[config.mk]
export PLATFORM = sky130hd
export DESIGN_NAME = fetch_ctrl_flat
export DESIGN_NICKNAME = d
export VERILOG_FILES = /design/src/rtl/fetch_ctrl_if.sv /design/src/rtl/fetch_ctrl.sv /design/src/flat_wrapper.sv
export SDC_FILE = /design/constraint.sdc
export NUM_CORES = 1
export LEC_CHECK = 0
export CELL_PAD_IN_SITES_DETAIL_PLACEMENT = 1
export CELL_PAD_IN_SITES_GLOBAL_PLACEMENT = 1
export CORE_MARGIN = 5
export CORE_UTILIZATION = 35
export DETAILED_ROUTE_END_ITERATION = 16
export GPL_TIMING_DRIVEN = 0
export PLACE_DENSITY_LB_ADDON = 0.05
export SETUP_SLACK_MARGIN = 0.02
export SYNTH_ARGS = -nofsm -noshare
export SYNTH_HDL_FRONTEND = slang
export SYNTH_SLANG_ARGS = --single-unit
[constraint.sdc]
create_clock -name clk -period 3.3 [get_ports clk]
set_input_delay 0.66 -clock clk [delete_from_list [all_inputs] [get_ports clk]]
set_output_delay 0.66 -clock clk [all_outputs]
set_load 0.05 [all_outputs]
[src/rtl/fetch_ctrl_if.sv]
// ---------------------------------------------------------------------------
// fetch_ctrl_if
// Purpose : request/acknowledge handshake between the fetch controller and
//           instruction memory.
// Signals :
//   imem_req    fetch controller -> memory, request held until acknowledged
//   imem_ack    memory -> fetch controller, imem_rdata valid this cycle
//   imem_rdata  memory -> fetch controller, 32-bit instruction word
// Modports: master (fetch controller side), slave (memory side)
// ---------------------------------------------------------------------------
interface fetch_ctrl_if;
    logic        imem_req;
    logic        imem_ack;
    logic [31:0] imem_rdata;

    modport master (
        output imem_req,
        input  imem_ack,
        input  imem_rdata
    );

    modport slave (
        input  imem_req,
        output imem_ack,
        output imem_rdata
    );
endinterface

[src/rtl/fetch_ctrl.sv]
// ---------------------------------------------------------------------------
// fetch_ctrl
// Purpose : sequencing controller for the instruction fetch unit. Issues
//           memory requests, holds each fetched word until decode accepts
//           it, steers the PC (PC+4 / branch / jump) and flags a sticky
//           error when memory fails to answer within TIMEOUT cycles.
// Ports   :
//   clk         clock, rising edge
//   reset       asynchronous, active-low
//   start       begin fetching from IDLE
//   stall       decode cannot accept inst this cycle
//   br_taken    branch redirect pulse
//   jmp_req     jump redirect pulse
//   imem        instruction memory handshake (fetch_ctrl_if.master)
//   pc_wr_en    PC write enable (combinational)
//   branch      select branch target into PC (combinational)
//   jmp         select jump target into PC (combinational)
//   inst        held instruction word (registered)
//   inst_valid  inst valid for decode
//   fetch_err   sticky memory timeout flag
//   busy        high in REQ or HOLD
// ---------------------------------------------------------------------------
module fetch_ctrl #(
    parameter int TIMEOUT = 16
) (
    input  logic                clk,
    input  logic                reset,
    input  logic                start,
    input  logic                stall,
    input  logic                br_taken,
    input  logic                jmp_req,
    fetch_ctrl_if.master        imem,
    output logic                pc_wr_en,
    output logic                branch,
    output logic                jmp,
    output logic [31:0]         inst,
    output logic                inst_valid,
    output logic                fetch_err,
    output logic                busy
);

    localparam int              CNT_W    = $clog2(TIMEOUT + 1);
    localparam logic [CNT_W-1:0] CNT_LAST = CNT_W'(TIMEOUT - 1);

    typedef enum logic [1:0] {
        S_IDLE,
        S_REQ,
        S_HOLD,
        S_ERR
    } state_t;

    state_t           r_state;
    logic [CNT_W-1:0] r_cnt;
    logic             r_pend_br;
    logic             r_pend_jmp;
    logic [31:0]      r_inst;
    logic             r_inst_valid;
    logic             r_imem_req;
    logic             r_busy;
    logic             r_fetch_err;

    // Effective redirect once this cycle's pulses are folded into the
    // pending flags: a new pulse overrides whatever was pending, and
    // br_taken beats jmp_req. These double as the next pending values.
    logic w_sel_br;
    logic w_sel_jmp;
    logic w_redir_any;
    logic w_new_redir;

    assign w_sel_br    = br_taken | (!jmp_req & r_pend_br);
    assign w_sel_jmp   = !br_taken & (jmp_req | (!r_pend_br & r_pend_jmp));
    assign w_redir_any = w_sel_br | w_sel_jmp;
    assign w_new_redir = br_taken | jmp_req;

    // PC steering is combinational so the PC writes on the edge that ends
    // the ack or redirect cycle.
    always_comb begin
        pc_wr_en = 1'b0;
        branch   = 1'b0;
        jmp      = 1'b0;
        case (r_state)
            S_REQ: begin
                if (imem.imem_ack) begin
                    pc_wr_en = 1'b1;
                    branch   = w_sel_br;
                    jmp      = w_sel_jmp;
                end
            end
            S_HOLD: begin
                if (w_new_redir) begin
                    pc_wr_en = 1'b1;
                    branch   = br_taken;
                    jmp      = !br_taken;
                end
            end
            default: ;
        endcase
    end

    always_ff @(posedge clk or negedge reset) begin
        if (!reset) begin
            r_state      <= S_IDLE;
            r_cnt        <= '0;
            r_pend_br    <= 1'b0;
            r_pend_jmp   <= 1'b0;
            r_inst       <= '0;
            r_inst_valid <= 1'b0;
            r_imem_req   <= 1'b0;
            r_busy       <= 1'b0;
            r_fetch_err  <= 1'b0;
        end else begin
            case (r_state)
                S_IDLE: begin
                    r_pend_br  <= w_sel_br;
                    r_pend_jmp <= w_sel_jmp;
                    if (start) begin
                        r_state    <= S_REQ;
                        r_imem_req <= 1'b1;
                        r_busy     <= 1'b1;
                    end
                end
                S_REQ: begin
                    if (imem.imem_ack) begin
                        r_cnt      <= '0;
                        r_pend_br  <= 1'b0;
                        r_pend_jmp <= 1'b0;
                        // A redirect discards the returned word and
                        // re-requests from the new PC without leaving REQ.
                        if (!w_redir_any) begin
                            r_inst       <= imem.imem_rdata;
                            r_inst_valid <= 1'b1;
                            r_imem_req   <= 1'b0;
                            r_state      <= S_HOLD;
                        end
                    end else if (r_cnt == CNT_LAST) begin
                        // TIMEOUT-th unanswered request cycle ends here.
                        r_cnt       <= '0;
                        r_pend_br   <= 1'b0;
                        r_pend_jmp  <= 1'b0;
                        r_inst      <= '0;
                        r_imem_req  <= 1'b0;
                        r_busy      <= 1'b0;
                        r_fetch_err <= 1'b1;
                        r_state     <= S_ERR;
                    end else begin
                        r_cnt      <= r_cnt + CNT_W'(1);
                        r_pend_br  <= w_sel_br;
                        r_pend_jmp <= w_sel_jmp;
                    end
                end
                S_HOLD: begin
                    // Accept or redirect (the latter flushes inst_valid).
                    if (w_new_redir || !stall) begin
                        r_inst_valid <= 1'b0;
                        r_imem_req   <= 1'b1;
                        r_state      <= S_REQ;
                    end
                end
                S_ERR: begin
                    r_state <= S_ERR;
                end
                default: r_state <= S_IDLE;
            endcase
        end
    end

    assign imem.imem_req = r_imem_req;
    assign inst          = r_inst;
    assign inst_valid    = r_inst_valid;
    assign busy          = r_busy;
    assign fetch_err     = r_fetch_err;

endmodule

[src/flat_wrapper.sv]
// flat-port wrapper written by rule: the top's interface ports become plain ports
module fetch_ctrl_flat 
#(
    parameter int TIMEOUT = 16
)
  (clk, reset, start, stall, br_taken, jmp_req, pc_wr_en, branch, jmp, inst, inst_valid, fetch_err, busy, imem_imem_req, imem_imem_ack, imem_imem_rdata);
  fetch_ctrl_if imem_i ();
  input  logic clk;
  input  logic reset;
  input  logic start;
  input  logic stall;
  input  logic br_taken;
  input  logic jmp_req;
  output logic pc_wr_en;
  output logic branch;
  output logic jmp;
  output logic [31:0] inst;
  output logic inst_valid;
  output logic fetch_err;
  output logic busy;
  output wire logic [$bits(imem_i.imem_req)-1:0] imem_imem_req;
  input wire logic [$bits(imem_i.imem_ack)-1:0] imem_imem_ack;
  input wire logic [$bits(imem_i.imem_rdata)-1:0] imem_imem_rdata;
  assign imem_imem_req = imem_i.imem_req;
  assign imem_i.imem_ack = imem_imem_ack;
  assign imem_i.imem_rdata = imem_imem_rdata;
  fetch_ctrl #(.TIMEOUT(TIMEOUT)) u_core (.clk(clk), .reset(reset), .start(start), .stall(stall), .br_taken(br_taken), .jmp_req(jmp_req), .imem(imem_i), .pc_wr_en(pc_wr_en), .branch(branch), .jmp(jmp), .inst(inst), .inst_valid(inst_valid), .fetch_err(fetch_err), .busy(busy));
endmodule
---- Word-level counts from Yosys, hierarchy flattened ----
Index checks and enable logic that the tools add are counted.
word-level totals
  register bits ........................... 45
  input port bits ......................... 39
  output and inout port bits .............. 39
  logic and storage cells ................. 85
cells by class
  $add $sub $neg .......................... 1
  reductions and logical operators ........ 16
  multiplexer cells ....................... 38
  bitwise operators ....................... 8
  equality and inequality tests ........... 13
operators by type and width
  cell                                                 number
  2-to-1 mux 32 bit                                    3
  2-to-1 mux 1 bit                                     19
  one-hot mux 1 bit (2 select lines)                   7
  AND reduction 4 bit                                  3
  2-to-1 mux 2 bit                                     5
  2-to-1 mux 5 bit                                     2
  != test 2 bit, second input constant                 5
  one-hot mux 2 bit (4 select lines)                   1
  AND reduction 3 bit                                  2
  nonzero test 2 bit                                   3
  adder 5 x 1 -> 5 bit, second input constant          1
  equality test 5 x 4 -> 1 bit, second input constant  1
  AND reduction 5 bit                                  1
  equality test 2 bit, second input constant           2
  zero test 1 bit                                      4
  != test 2 x 1 -> 1 bit, second input constant        2
  OR 1 bit                                             4
  AND 1 bit                                            3
  != test 3 x 2 -> 1 bit, second input constant        1
  != test 3 bit, second input constant                 1
  one-hot mux 1 bit (3 select lines)                   1
  nonzero test 3 bit                                   1
  equality test 2 x 1 -> 1 bit, second input constant  1
  zero test 2 bit                                      1
  other kinds (2)                                      2

---- Logic depth before layout (Yosys ltp) ----
Gate-level depths: netlist of the first run.
  depth after elaboration ................. 8
  mapped depth ............................ 8
  depth with buffers taken out ............ 6

---- Least setup slack after synthesis of the first run ----
Ideal clock, no wire load.
  path type ............................... input to output
  from .................................... input imem_imem_ack
  to ...................................... output branch
  setup slack ............................. 0.235 ns
  cell stages on the path ................. 5
  data arrival time ....................... 2.405 ns
  required time ........................... 2.640 ns
  path buffers ............................ 1
  cell sequence ........................... clkbuf_1 nand2_1 inv_1 o21ai_0 a21boi_0
between the ends
  word-level cells in the longest chain between the ends .. 2
ends and longest elaborated chain
  item                                RTL line            RTL
  start, declared                     flat_wrapper.sv:22  input wire logic [$bits(imem_i.imem_ack)-1:0] imem_imem_ack;
  2-to-1 mux 1 bit                    fetch_ctrl.sv:83    if (imem.imem_ack) begin
  one-hot mux 1 bit (2 select lines)  fetch_ctrl.sv:81    case (r_state)
  end, declared                       flat_wrapper.sv:15  output logic branch;
No other way between the ends.

---- Final worst setup path of the first run ----
  from .................................... input imem_imem_ack
  to ...................................... output jmp
between the ends
  word-level cells in the longest chain between the ends .. 2
ends and longest elaborated chain
  item                                RTL line            RTL
  2-to-1 mux 1 bit                    fetch_ctrl.sv:83
  one-hot mux 1 bit (2 select lines)  fetch_ctrl.sv:81
  end, declared                       flat_wrapper.sv:16  output logic jmp;
No other way between the ends.

==> results of run 1 <==
-- cells by family after synthesis --
group	count (synthesis)	share of synthesized area, %
xor gates and xnor gates	1	0.4126
and+or+nand+nor	62	15.32
buffers and inverters	51	10.37
AOI/OAI and AO/OA	58	16.44
adders and majority gates	5	2.946
DFF	45	53.03
muxes	3	1.473
-- sequential cells by signal, indices dropped and copies added, names as in the netlist --
register	count
u_core.r_state	2
u_core.r_pend_br	1
u_core.inst_valid	1
u_core.busy	1
u_core.inst	32
u_core.imem.imem_req	1
u_core.r_pend_jmp	1
u_core.fetch_err	1
u_core.r_cnt	5
-- metrics by stage --
step                utilization (%)  power (W)  hold slack [ns]
finish                        52.41   0.002881           0.2709
global route                  52.41   0.003048           0.2786
CTS                           52.47   0.002923           0.2805
detailed placement            50.72   0.002502           0.4599
global placement              50.46   0.002474           0.4492
floorplan                         -   0.001912           0.3644
-- critical path, delay by kind of cell --
family / cells / cell delay, ns
AND/OR/NAND/NOR: 2 / 0.25
buffers and inverters: 4 / 1.31
AO/OA/AOI/OAI: 1 / 0.15
-- repair_timing --
item                       CTS  global route
setup endpoints to repair    3             1
gates resized for setup      7             3
hold buffers                 0             0
-- worst min-delay path by stage --
stage,to,slack (ns)
2_1_floorplan,u_core.busy$_DFFE_PN0P_,0.36
4_1_cts,u_core.inst[5]$_DFFE_PN0P_,0.28
6_report,u_core.inst[5]$_DFFE_PN0P_,0.27
3_3_place_gp,u_core.fetch_err$_DFFE_PN0P_,0.45
3_5_place_dp,u_core.fetch_err$_DFFE_PN0P_,0.46
5_1_grt,u_core.inst[5]$_DFFE_PN0P_,0.28
-- layer usage --
layer,GRT usage (%),up-vias
met5,0,-
met4,3.347,0
met3,5.738,4
met2,26.64,44
met1,21.52,910
li1,-,924
-- power groups by stage --
stage / Clock [W] / Sequential [W] / Combinational (W)
global placement: 0 / 0.000929 / 0.00155
global route: 0.000444 / 0.000958 / 0.00165
detailed placement: 0 / 0.000931 / 0.00157
finish: 0.000405 / 0.000920 / 0.00156
CTS: 0.000418 / 0.000927 / 0.00158
floorplan: 0 / 0.00166 / 0.000251
-- layout make-up --
class	instances	area (µm²)	area share, %
buffer	12	75.07	2.419
clock buffer	5	68.82	2.218
multi-input combinational	129	777.0	25.04
timing repair buffer	78	780.7	25.16
inverter	39	146.4	4.718
clock inverter	2	35.03	1.129
tap	75	93.84	3.024
sequential	45	1126	36.29
-- cells in the final DEF, fill, tap and decap left out, types with 2 or more instances in the layout --
cell type | Yosys | routed
sky130_fd_sc_hd__clkbuf_2 | 2 | 4
sky130_fd_sc_hd__clkdlybuf4s50_1 | 0 | 73
sky130_fd_sc_hd__ha_1 | 5 | 5
sky130_fd_sc_hd__nor3_1 | 2 | 2
sky130_fd_sc_hd__or2_2 | 2 | 2
sky130_fd_sc_hd__buf_6 | 3 | 3
sky130_fd_sc_hd__mux2i_1 | 2 | 2
sky130_fd_sc_hd__a21boi_0 | 5 | 5
sky130_fd_sc_hd__a21oi_1 | 4 | 4
sky130_fd_sc_hd__o22ai_1 | 2 | 2
sky130_fd_sc_hd__o32a_1 | 2 | 2
sky130_fd_sc_hd__clkbuf_8 | 0 | 5
sky130_fd_sc_hd__nand3_1 | 35 | 35
sky130_fd_sc_hd__o31ai_1 | 2 | 2
sky130_fd_sc_hd__nand2b_1 | 5 | 5
sky130_fd_sc_hd__nand2_1 | 7 | 7
sky130_fd_sc_hd__nand3b_1 | 2 | 2
sky130_fd_sc_hd__dfrtp_1 | 45 | 45
sky130_fd_sc_hd__clkbuf_1 | 6 | 5
sky130_fd_sc_hd__o21ai_1 | 7 | 7
sky130_fd_sc_hd__o21ai_0 | 33 | 33
sky130_fd_sc_hd__inv_1 | 39 | 39
sky130_fd_sc_hd__nor2_1 | 4 | 4
==> impl_table.tex, run 1 <==
\begin{tabular}{lr}
\hline
Metric & Value \\
\hline
\multicolumn{2}{l}{\textbf{Yosys}} \\
Count of flip-flops with a built-in enable after synthesis & 0 \\
Cell types with the largest area share after synthesis & sky130\_fd\_sc\_hd\_\_dfrtp\_1 (53\%), sky130\_fd\_sc\_hd\_\_nand3\_1 (8.2\%), sky130\_fd\_sc\_hd\_\_o21ai\_0 (7.8\%), sky130\_fd\_sc\_hd\_\_inv\_1 (6.9\%), sky130\_fd\_sc\_hd\_\_ha\_1 (2.9\%) \\
FF+latch count, synth & 45 \\
Synth Cell Area & between 2000 and 2500 µm² \\
Post-synth top cells & sky130\_fd\_sc\_hd\_\_dfrtp\_1 (45), sky130\_fd\_sc\_hd\_\_inv\_1 (39), sky130\_fd\_sc\_hd\_\_nand3\_1 (35) \\
Most frequent cell after synthesis & sky130\_fd\_sc\_hd\_\_dfrtp\_1 \\
Mean instance size in the synthesized netlist & $\sim$9.4 µm² \\
Most frequently used flop master after synthesis & sky130\_fd\_sc\_hd\_\_dfrtp\_1 \\
Post-Syn Nets & between 200 and 300 \\
Count of unique library cells instantiated by Yosys & 32 \\
Count of yosys warnings during synthesis & 0 \\
Proportion of synthesized chip area in sequential cells & 53.03\% \\
Post-synthesis cell count & 225 \\
Post-synth ARST share & 100.0\% \\
Top cell type's share of synthesized area & a little over half \\
Most area-hungry cell type in the Yosys netlist & sky130\_fd\_sc\_hd\_\_dfrtp\_1 \\
\multicolumn{2}{l}{\textbf{STA}} \\
Max Clock Skew & 0.004674 ns \\
Pins Over Slew Limit & 0 \\
Final-layout setup total negative slack & 0 ns \\
Finish-stage setup viols & 0 \\
Setup repair after global routing missed its margin & false \\
Max Fclk & 328.1 MHz \\
Slew @ Worst Pin & roughly 0.63 ns \\
Final hold violations & 0 \\
Worst rel slew slack & $\sim$58\% \\
Fin crit share & between 90 and 100\% \\
Fin worst setup slack & $\sim$0.25 ns \\
Tmin final & $\sim$3.0 ns \\
\multicolumn{2}{l}{\textbf{Floorplanning}} \\
Horizontal extent of the die & slightly below 90 µm \\
Count of standard-cell rows & 28 \\
Die H & between 80 and 90 µm \\
Die area & approximately 7700 µm² \\
Io pins & between 70 and 80 \\
Placeable core area & just under 6000 µm² \\
Starting Density & a little over a third \\
\multicolumn{2}{l}{\textbf{Critical path}} \\
Slowest cell on crit path & sky130\_fd\_sc\_hd\_\_clkdlybuf4s50\_1 \\
Nature of the critical path startpoint & primary input \\
Worst-case register-to-register setup slack & between 1 and 1.5 ns \\
Critical path's largest stage delay & 0.48 ns \\
Cells along the critical path & clkdlybuf4s50\_1 -> clkbuf\_2 -> nand2\_1 -> inv\_1 -> nand2\_1 -> a21boi\_0 -> clkdlybuf4s15\_2 \\
Maximum fanout along the worst path & 10 \\
Endpoint kind of the worst setup timing path & output port \\
Cell repeated most along the worst path & sky130\_fd\_sc\_hd\_\_nand2\_1 \\
Data required, critical path & 2.64 ns \\
Critical path capture point & jmp \\
Critical path class & primary input to output port \\
Data arrival time of the worst path & approximately 2.4 ns \\
Logic depth of the worst register-to-register path & 7 \\
Reg-to-Reg End & u\_core.inst[8]\$\_DFFE\_PN0P\_ \\
Crit Reg-Reg Startpoint & u\_core.r\_state[1]\$\_DFFE\_PN0P\_ \\
CP Launch Point & imem\_imem\_ack \\
\multicolumn{2}{l}{\textbf{Power}} \\
Leakage dissipation & 1.357 nW \\
Design internal power & about 0.0015 W \\
Pwr/cell area & about 930 nW/µm² \\
Switching part of the total power & about 47\% \\
Combinational cell fraction of total power & 54.0\% \\
Relative contribution of the clock network to total power & about 14\% \\
Worst IR Drop VDD & about 0.50 mV \\
Sw Pwr & approximately 0.0014 W \\
Sequential share of power & a little under a third \\
\multicolumn{2}{l}{\textbf{GRT}} \\
Global routing usage summed across all routing layers & between 10\% and 20\% \\
Initial antenna violation count & 0 \\
Wire length of the first global-routing pass & 9.922 mm \\
Vias in the first global route & approximately 2000 \\
Largest net degree at the start of global routing & 32 \\
Total congestion overflow after global routing & 0 \\
\multicolumn{2}{l}{\textbf{Clock tree}} \\
Clock transition time at the flip-flop clock pins of the worst setup and hold paths & 0.08 ns \\
H-tree depth & 2 \\
CTS tree & yes \\
Total number of clock tree sinks & 45 \\
Number of post-CTS setup repair buffers & 0 \\
Largest buffer count on any clock path & 2 \\
Clock latency on the worst-skew pair & 0.29 ns \\
Number of buffers inserted during clock tree synthesis & 5 \\
Master cell of the clock root buffer & sky130\_fd\_sc\_hd\_\_clkbuf\_8 \\
\multicolumn{2}{l}{\textbf{Final layout}} \\
Final non-filler cell area & slightly above 3000 µm² \\
Nets@finish & around 350 \\
Non-filler cells, final & 385 \\
Synthesis-to-finish area growth & 46.14\% \\
Fraction of final layout cells sized beyond drive strength 1 & under 10\% \\
Total inserted antenna cells & 0 \\
Fill cell count & 674 \\
\multicolumn{2}{l}{\textbf{Placement}} \\
HPWL after detailed placement & around 4.4 mm \\
Number of placed cells counting well taps & 378 \\
Setup slack after placement & -0.4831 ns \\
DP Area & approximately 3000 µm² \\
Count of input and output buffers & 77 \\
Gpl congestion & $\sim$0.74 \\
\multicolumn{2}{l}{\textbf{Detailed routing}} \\
WL final & between 5 and 6 mm \\
Uppermost metal layer occupied by signal nets & met4 \\
DRC violation count after routing & 0 \\
Vias & roughly 1900 \\
Antenna-violating nets left & 0 \\
Met1 Wirelength & around 2.6 mm \\
Total met3 wirelength after detailed routing & approximately 360 µm \\
DR iter-0 viols & 53 \\
Via density per instance & 4.888 \\
Detailed route wirelength on metal2 & around 2.9 mm \\
Number of detailed-route iterations in the first pass & 4 \\
Routed length per instance & 15.26 µm \\
\multicolumn{2}{l}{\textbf{Outcome}} \\
Status & finished clean \\
\multicolumn{2}{l}{\textbf{Hold path}} \\
Hold WC Path Type & primary input to async pin \\
\multicolumn{2}{l}{\textbf{Job}} \\
Count of maximum capacitance violations & 0 \\
\hline
\end{tabular}
(Power assumes the default switching activity.)
==> run 2, diff against run 1 <==
--- a/config.mk
+++ b/config.mk
@@ -5,10 +5,8 @@
 export SDC_FILE = /design/constraint.sdc
 export NUM_CORES = 1
 export LEC_CHECK = 0
-export CELL_PAD_IN_SITES_DETAIL_PLACEMENT = 1
-export CELL_PAD_IN_SITES_GLOBAL_PLACEMENT = 1
 export CORE_MARGIN = 5
-export CORE_UTILIZATION = 35
+export CORE_UTILIZATION = 40
 export DETAILED_ROUTE_END_ITERATION = 16
 export GPL_TIMING_DRIVEN = 0
 export PLACE_DENSITY_LB_ADDON = 0.05
==> run 2 against run 1 <==
Clock skew up 0.0041 ns. First-iteration DRC count up 74%. Worst setup slack worse by 0.033 ns. Critical endpoint is now branch. Critical path depth did not move. Core utilization rose by 7.5 points. Via count is 1.3% lower.
==> impl_table.tex, run 2 (synthesized netlist as in run 1, its figures left out) <==
\begin{tabular}{lr}
\hline
Metric & Value \\
\hline
\multicolumn{2}{l}{\textbf{Critical path}} \\
Critical path's largest stage delay & 0.48 ns (about the same) \\
Critical path depth & 7 (unchanged) \\
Worst-case register-to-register setup slack & 1.15 ns (+0.13 ns) \\
Cells along the critical path & clkdlybuf4s50\_1 -> clkbuf\_2 -> nand2\_1 -> inv\_1 -> o21ai\_0 -> a21boi\_0 -> clkdlybuf4s18\_2 \\
Reg-to-Reg End & u\_core.inst[24]\$\_DFFE\_PN0P\_ \\
Crit Reg-Reg Startpoint & u\_core.r\_state[1]\$\_DFFE\_PN0P\_ \\
Nature of the critical path startpoint & primary input \\
Endpoint kind of the worst setup timing path & output port \\
CP delay by family, top & buffers and inverters \\
Data required, critical path & 2.64 ns (about the same) \\
Data arrival time of the worst path & 2.42 ns (+0.03 ns) \\
Slowest cell on crit path & sky130\_fd\_sc\_hd\_\_clkdlybuf4s50\_1 \\
Critical path class & primary input to output port \\
Logic depth of the worst register-to-register path & 6 (-1) \\
Buffers \& Inverters on Critical Path & 4 (unchanged) \\
Maximum fanout along the worst path & 10 (unchanged) \\
\multicolumn{2}{l}{\textbf{Outcome}} \\
Status & finished clean \\
\multicolumn{2}{l}{\textbf{Detailed routing}} \\
Routed length per instance & 14.30 µm (-6.3\%) \\
Vias & 1858 (-1.3\%) \\
Number of detailed-route iterations in the first pass & 4 (unchanged) \\
WL final & 5.433 mm (-7.6\%) \\
Via density per instance & 4.889 (about the same) \\
DR iter-0 viols & 92 (+74\%) \\
Antenna-violating nets left & 0 (unchanged) \\
DRC violation count after routing & 0 (unchanged) \\
\multicolumn{2}{l}{\textbf{Hold path}} \\
Hold WC Path Type & primary input to async pin \\
\multicolumn{2}{l}{\textbf{Power}} \\
Design internal power & 0.001455 W (-4.6\%) \\
Leakage dissipation & 1.340 nW (-1.3\%) \\
Combinational cell fraction of total power & 55.1\% (+1.1 points) \\
Sequential share of power & 32.8\% (+0.9 points) \\
Sw Pwr & 0.001352 W (-0.38\%) \\
Worst IR Drop VDD & 0.5080 mV (+2.4\%) \\
Pwr/cell area & 911.7 nW/µm² (-1.8\%) \\
Relative contribution of the clock network to total power & 12.1\% (-2.0 points) \\
Switching part of the total power & 48.17\% (+1.1 points) \\
\multicolumn{2}{l}{\textbf{Final layout}} \\
Commonest cells after routing, fill and taps aside & sky130\_fd\_sc\_hd\_\_clkdlybuf4s50\_1 (73), sky130\_fd\_sc\_hd\_\_dfrtp\_1 (45), sky130\_fd\_sc\_hd\_\_inv\_1 (39) \\
Synthesis-to-finish area growth & 44.96\% \\
Nets@finish & 353 (-0.28\%) \\
Most common cell after layout, fill and taps aside & sky130\_fd\_sc\_hd\_\_clkdlybuf4s50\_1 \\
Fraction of final layout cells sized beyond drive strength 1 & 7.097\% (-0.32 points) \\
End-of-flow core utilization & 59.88\% (+7.5 points) \\
Number of flip-flops under the largest register name & 32 (unchanged) \\
Total inserted antenna cells & 0 (unchanged) \\
\multicolumn{2}{l}{\textbf{STA}} \\
Finish-stage setup viols & 0 (unchanged) \\
Pins Over Slew Limit & 0 (unchanged) \\
Final hold violations & 0 (unchanged) \\
Fin crit share & 93.35\% (+0.99 points) \\
Worst rel slew slack & 58.15\% (+0.24 points) \\
Tmin final & 3.081 ns (+0.03281 ns) \\
Final-layout setup total negative slack & 0 ns (unchanged) \\
Final hold slack & 0.2389 ns (-0.03194 ns) \\
Max Clock Skew & 0.008741 ns (+0.004068 ns) \\
Slew @ Worst Pin & 0.6220 ns (-0.003636 ns) \\
Max Fclk & 324.6 MHz (-1.1\%) \\
Setup repair after global routing missed its margin & false \\
\multicolumn{2}{l}{\textbf{Placement}} \\
HPWL after detailed placement & 3.983 mm (-10\%) \\
Count of input and output buffers & 77 (unchanged) \\
Gpl congestion & 0.8086 (+9.4\%) \\
\multicolumn{2}{l}{\textbf{Floorplanning}} \\
Starting Density & 41.31\% (+5.4 points) \\
Die H & 82.86 µm (-5.7\%) \\
Placeable core area & 5140 µm² (-13\%) \\
Io pins & 78 (unchanged) \\
Count of standard-cell rows & 26 (-7.1\%) \\
Die area & 6865 µm² (-11\%) \\
Horizontal extent of the die & 82.86 µm (-5.7\%) \\
\multicolumn{2}{l}{\textbf{Clock tree}} \\
Total number of clock tree sinks & 45 (unchanged) \\
Largest buffer count on any clock path & 2 (unchanged) \\
Master cell of the clock root buffer & sky130\_fd\_sc\_hd\_\_clkbuf\_8 \\
H-tree depth & 2 (unchanged) \\
Clock latency on the worst-skew pair & 0.29 ns (about the same) \\
Number of post-CTS setup repair buffers & 0 (unchanged) \\
Clock transition time at the flip-flop clock pins of the worst setup and hold paths & 0.09 ns (about the same) \\
CTS tree & yes \\
Number of buffers inserted during clock tree synthesis & 5 (unchanged) \\
Count of hold buffers inserted by post-cts repair & 0 (unchanged) \\
\multicolumn{2}{l}{\textbf{GRT}} \\
Vias in the first global route & 1987 (-2.8\%) \\
Largest net degree at the start of global routing & 35 (+9.4\%) \\
Initial antenna violation count & 0 (unchanged) \\
Total congestion overflow after global routing & 0 (unchanged) \\
Wire length of the first global-routing pass & 9.494 mm (-4.3\%) \\
Global routing usage summed across all routing layers & 16.64\% (+0.16 points) \\
\multicolumn{2}{l}{\textbf{Job}} \\
Count of maximum capacitance violations & 0 (unchanged) \\
\hline
\end{tabular}
[run 2: cell types whose count changed in the layout (fill, tap and decap cells not counted)]
cell	before	now
sky130_fd_sc_hd__clkinv_2	1	0
sky130_fd_sc_hd__bufinv_16	1	0
sky130_fd_sc_hd__clkinvlp_4	0	1
sky130_fd_sc_hd__clkdlybuf4s18_2	0	1
sky130_fd_sc_hd__clkbuf_2	4	3
sky130_fd_sc_hd__clkbuf_1	5	6
[run 2: area by class of cell]
cell class / instances / area, µm²
Tap cell: 70 / 87.58
Sequential cell: 45 / 1126
Timing Repair Buffer: 78 / 785.8
Clock inverter: 1 / 7.507
Fill cell: 482 / 2062
Multi-Input combinational cell: 129 / 777.0
Buffer: 11 / 71.32
Clock buffer: 7 / 76.32
Inverter: 39 / 146.4
[run 2: worst register-to-register path, cell delays in order, from the launching register on]
cell                       delay (ns)
sky130_fd_sc_hd__dfrtp_1         0.42
sky130_fd_sc_hd__inv_1           0.09
sky130_fd_sc_hd__ha_1            0.36
sky130_fd_sc_hd__nand2b_1        0.22
sky130_fd_sc_hd__o32ai_4         0.53
sky130_fd_sc_hd__clkbuf_2        0.31
sky130_fd_sc_hd__o21ai_0         0.10
[run 2: layer usage]
layer	global-route usage, %	part of all wire [%]	vias up	wire length, µm
met5	0	0	-	0
met3	5.050	7.1	9	384
met2	27.55	48	53	2606
met1	21.02	44	878	2387
li1	-	-	918	-
met4	4.755	1.0	0	55
[run 2: how the worst max path moves through the flow]
stage	end	slack, ns	start
6_report	branch	0.22	imem_imem_ack
5_1_grt	branch	0.02	imem_imem_ack
4_1_cts	branch	0.21	imem_imem_ack
3_5_place_dp	branch	-0.44	imem_imem_ack
3_3_place_gp	branch	-0.47	imem_imem_ack
2_1_floorplan	branch	0.24	imem_imem_ack
[run 2: metrics by stage]
step	area, µm²	std cells	worst slack, ns	power [W]
after global routing	3078	380	0.02063	0.002967
after CTS	3083	381	0.2055	0.002839
after detailed placement	2997	373	-0.4435	0.002488
after floorplan	2123	225	0.2355	0.001912
final	3078	380	0.2194	0.002806
after global placement	2982	372	-0.4700	0.002471
[run 2: power groups by stage]
| stage | logic, W | registers, W | clock network, W |
|---|---|---|---|
| 4_1_cts | 0.00157 | 0.000923 | 0.000350 |
| 3_3_place_gp | 0.00154 | 0.000926 | 0 |
| 5_1_grt | 0.00164 | 0.000957 | 0.000369 |
| 2_1_floorplan | 0.000251 | 0.00166 | 0 |
| 3_5_place_dp | 0.00156 | 0.000925 | 0 |
| 6_report | 0.00155 | 0.000920 | 0.000339 |
[run 2: repair_timing]
item | in CTS | in global routing
endpoints found under the setup margin | 3 | 1
gates cloned | 0 | 0
gates resized for setup | 10 | 1
==> run 3, diff against run 2 <==
==> constraint.sdc (replaced) <==
create_clock -name clk -period 2.7 [get_ports clk]
set_input_delay 0.54 -clock clk [delete_from_list [all_inputs] [get_ports clk]]
set_output_delay 0.54 -clock clk [all_outputs]
set_load 0.05 [all_outputs]
==> run 3 against run 2 <==
Sequential share of layout area shrank 0.28 points. Power grew 25%. Register-to-register slack lost 0.48 ns. Final area grew 0.77%. Die area is the same. Worst hold slack lost 0.077 ns. Critical path type unchanged. Critical endpoint is now pc_wr_en. Largest cell class unchanged.
==> impl_table.tex, run 3 (synthesized netlist as in run 1, its figures left out) <==
\begin{tabular}{lr}
\hline
Metric & Value \\
\hline
\multicolumn{2}{l}{\textbf{Critical path}} \\
Maximum fanout along the worst path & 10 (unchanged) \\
Nature of the critical path startpoint & primary input \\
Logic depth of the worst register-to-register path & 6 (unchanged) \\
Worst-case register-to-register setup slack & 0.67 ns (-0.48 ns) \\
CP Launch Point & imem\_imem\_ack \\
Crit Reg-Reg Startpoint & u\_core.r\_state[1]\$\_DFFE\_PN0P\_ \\
Endpoint kind of the worst setup timing path & output port \\
Data required, critical path & 2.16 ns (-0.48 ns) \\
Critical path capture point & pc\_wr\_en \\
Critical path class & primary input to output port \\
Data arrival time of the worst path & 1.98 ns (-0.44 ns) \\
Reg-to-Reg End & u\_core.inst[12]\$\_DFFE\_PN0P\_ \\
\multicolumn{2}{l}{\textbf{Floorplanning}} \\
Horizontal extent of the die & 82.86 µm (unchanged) \\
Die area & 6865 µm² (unchanged) \\
Starting Density & 41.31\% (unchanged) \\
Count of standard-cell rows & 26 (unchanged) \\
Die H & 82.86 µm (unchanged) \\
Placeable core area & 5140 µm² (unchanged) \\
Io pins & 78 (unchanged) \\
\multicolumn{2}{l}{\textbf{Final layout}} \\
Commonest cells after routing, fill and taps aside & sky130\_fd\_sc\_hd\_\_clkdlybuf4s50\_1 (73), sky130\_fd\_sc\_hd\_\_dfrtp\_1 (45), sky130\_fd\_sc\_hd\_\_inv\_1 (38) \\
Total inserted antenna cells & 0 (unchanged) \\
End-of-flow core utilization & 60.35\% (+0.46 points) \\
Synthesis-to-finish area growth & 46.08\% \\
Fill cell count & 468 (-2.9\%) \\
Number of flip-flops under the largest register name & 32 (unchanged) \\
Nets@finish & 353 (unchanged) \\
Footprint of the flip-flops and latches & 1126 µm² (unchanged) \\
Fraction of final layout cells sized beyond drive strength 1 & 8.738\% (+1.6 points) \\
Area occupied by multi-input gates & 782.0 µm² (+0.64\%) \\
Most common cell after layout, fill and taps aside & sky130\_fd\_sc\_hd\_\_clkdlybuf4s50\_1 \\
\multicolumn{2}{l}{\textbf{STA}} \\
Max Clock Skew & 0.004607 ns (-0.004134 ns) \\
Pins Over Slew Limit & 0 (unchanged) \\
Max Fclk & around 400 MHz \\
Finish-stage setup viols & 0 (unchanged) \\
Slew @ Worst Pin & 0.6475 ns (+0.02556 ns) \\
Setup repair after global routing missed its margin & false \\
Tmin final & between 2 and 3 ns \\
Fin crit share & 93.29\% \\
Final-layout setup total negative slack & 0 ns (unchanged) \\
Final hold violations & 0 (unchanged) \\
Worst rel slew slack & 56.43\% (-1.7 points) \\
Final hold slack & 0.1622 ns (-0.07679 ns) \\
\multicolumn{2}{l}{\textbf{Power}} \\
Pwr/cell area & 1131 nW/µm² (+24\%) \\
Worst IR Drop VDD & 0.6868 mV (+35\%) \\
Overall Power & 0.003509 W (+25\%) \\
Relative contribution of the clock network to total power & 13.9\% (+1.8 points) \\
Design internal power & 0.001865 W (+28\%) \\
Switching part of the total power & 46.86\% (-1.3 points) \\
Leakage dissipation & 1.351 nW (+0.82\%) \\
Sw Pwr & 0.001645 W (+22\%) \\
Combinational cell fraction of total power & 54.0\% (-1.1 points) \\
Sequential share of power & 32.1\% (-0.7 points) \\
\multicolumn{2}{l}{\textbf{Job}} \\
Count of maximum capacitance violations & 0 (unchanged) \\
\multicolumn{2}{l}{\textbf{Clock tree}} \\
H-tree depth & 2 (unchanged) \\
Total number of clock tree sinks & 45 (unchanged) \\
Clock transition time at the flip-flop clock pins of the worst setup and hold paths & 0.08 ns (about the same) \\
Clock latency on the worst-skew pair & 0.29 ns (about the same) \\
Largest buffer count on any clock path & 2 (unchanged) \\
Master cell of the clock root buffer & sky130\_fd\_sc\_hd\_\_clkbuf\_8 \\
Number of buffers inserted during clock tree synthesis & 5 (unchanged) \\
CTS tree & yes \\
\multicolumn{2}{l}{\textbf{Detailed routing}} \\
Via density per instance & 4.984 (+1.9\%) \\
WL final & 5.353 mm (-1.5\%) \\
Number of detailed-route iterations in the first pass & 4 (unchanged) \\
DRC violation count after routing & 0 (unchanged) \\
Antenna-violating nets left & 0 (unchanged) \\
Routed length per instance & 14.12 µm (-1.2\%) \\
Vias & 1889 (+1.7\%) \\
DR iter-0 viols & 52 (-43\%) \\
\multicolumn{2}{l}{\textbf{GRT}} \\
Wire length of the first global-routing pass & 9.252 mm (-2.5\%) \\
Vias in the first global route & 1920 (-3.4\%) \\
Total congestion overflow after global routing & 0 (unchanged) \\
Global routing usage summed across all routing layers & 16.32\% (-0.32 points) \\
Initial antenna violation count & 0 (unchanged) \\
Largest net degree at the start of global routing & 31 (-11\%) \\
\multicolumn{2}{l}{\textbf{Placement}} \\
Count of input and output buffers & 77 (unchanged) \\
Gpl congestion & 0.8140 (+0.67\%) \\
HPWL after detailed placement & 3.924 mm (-1.5\%) \\
\multicolumn{2}{l}{\textbf{Hold path}} \\
Hold WC Path Type & primary input to async pin \\
\multicolumn{2}{l}{\textbf{Outcome}} \\
Status & finished clean \\
\hline
\end{tabular}
## run 3: power groups by stage
stage,clock [W],combinational (W),sequential (W)
after floorplan,0,0.000307,0.00203
after global placement,0,0.00189,0.00113
after detailed placement,0,0.00191,0.00113
after CTS,0.000501,0.00191,0.00113
after global routing,0.000533,0.00200,0.00117
final,0.000488,0.00190,0.00113
## run 3: repair_timing
item / CTS / global route
pin swaps: 0 / 0
buffers inserted: 0 / 0
endpoints found under the hold margin: 0 / 0
setup endpoints to repair: 3 / 3
hold buffers: 0 / 0
resized for setup: 16 / 6
## run 3: layout make-up
type                       count  area share [%]
clock buffer                   5           2.219
inverter                      39           4.720
buffer                        11           2.380
clock inverter                 2           1.129
tap                           70           2.824
timing repair buffer          78           25.21
multi-input combinational    129           25.21
sequential                    45           36.31
## run 3: routing by layer
| layer | GRT usage [%] | wire (µm) |
|---|---|---|
| met4 | 4.160 | 76 |
| met1 | 20.57 | 2358 |
| met5 | 0 | 0 |
| met2 | 26.60 | 2542 |
| met3 | 5.941 | 375 |
## run 3: worst min path at each step
stage,start,to,cells past startpoint
after floorplan,reset,u_core.busy$_DFFE_PN0P_,0
after global placement,u_core.fetch_err$_DFFE_PN0P_,u_core.fetch_err$_DFFE_PN0P_,1
after detailed placement,u_core.fetch_err$_DFFE_PN0P_,u_core.fetch_err$_DFFE_PN0P_,1
after CTS,reset,u_core.inst[5]$_DFFE_PN0P_,1
after global routing,reset,u_core.inst[5]$_DFFE_PN0P_,1
final,reset,u_core.inst[5]$_DFFE_PN0P_,1
## run 3: stage by stage
stage	instances	setup WS, ns	instance area (µm²)
after CTS	379	0.04788	3092
after detailed placement	373	-0.7904	2997
after global routing	379	0.08406	3102
after global placement	372	-0.8018	2982
after floorplan	225	0.02232	2123
final	379	0.1811	3102
## run 3: worst max-delay path, stage by stage
cell and delay [ns]:
sky130_fd_sc_hd__clkdlybuf4s50_1 0.49, sky130_fd_sc_hd__clkbuf_4 0.22, sky130_fd_sc_hd__nand2_2 0.12, sky130_fd_sc_hd__a21boi_0 0.21
sky130_fd_sc_hd__clkdlybuf4s15_2 0.40
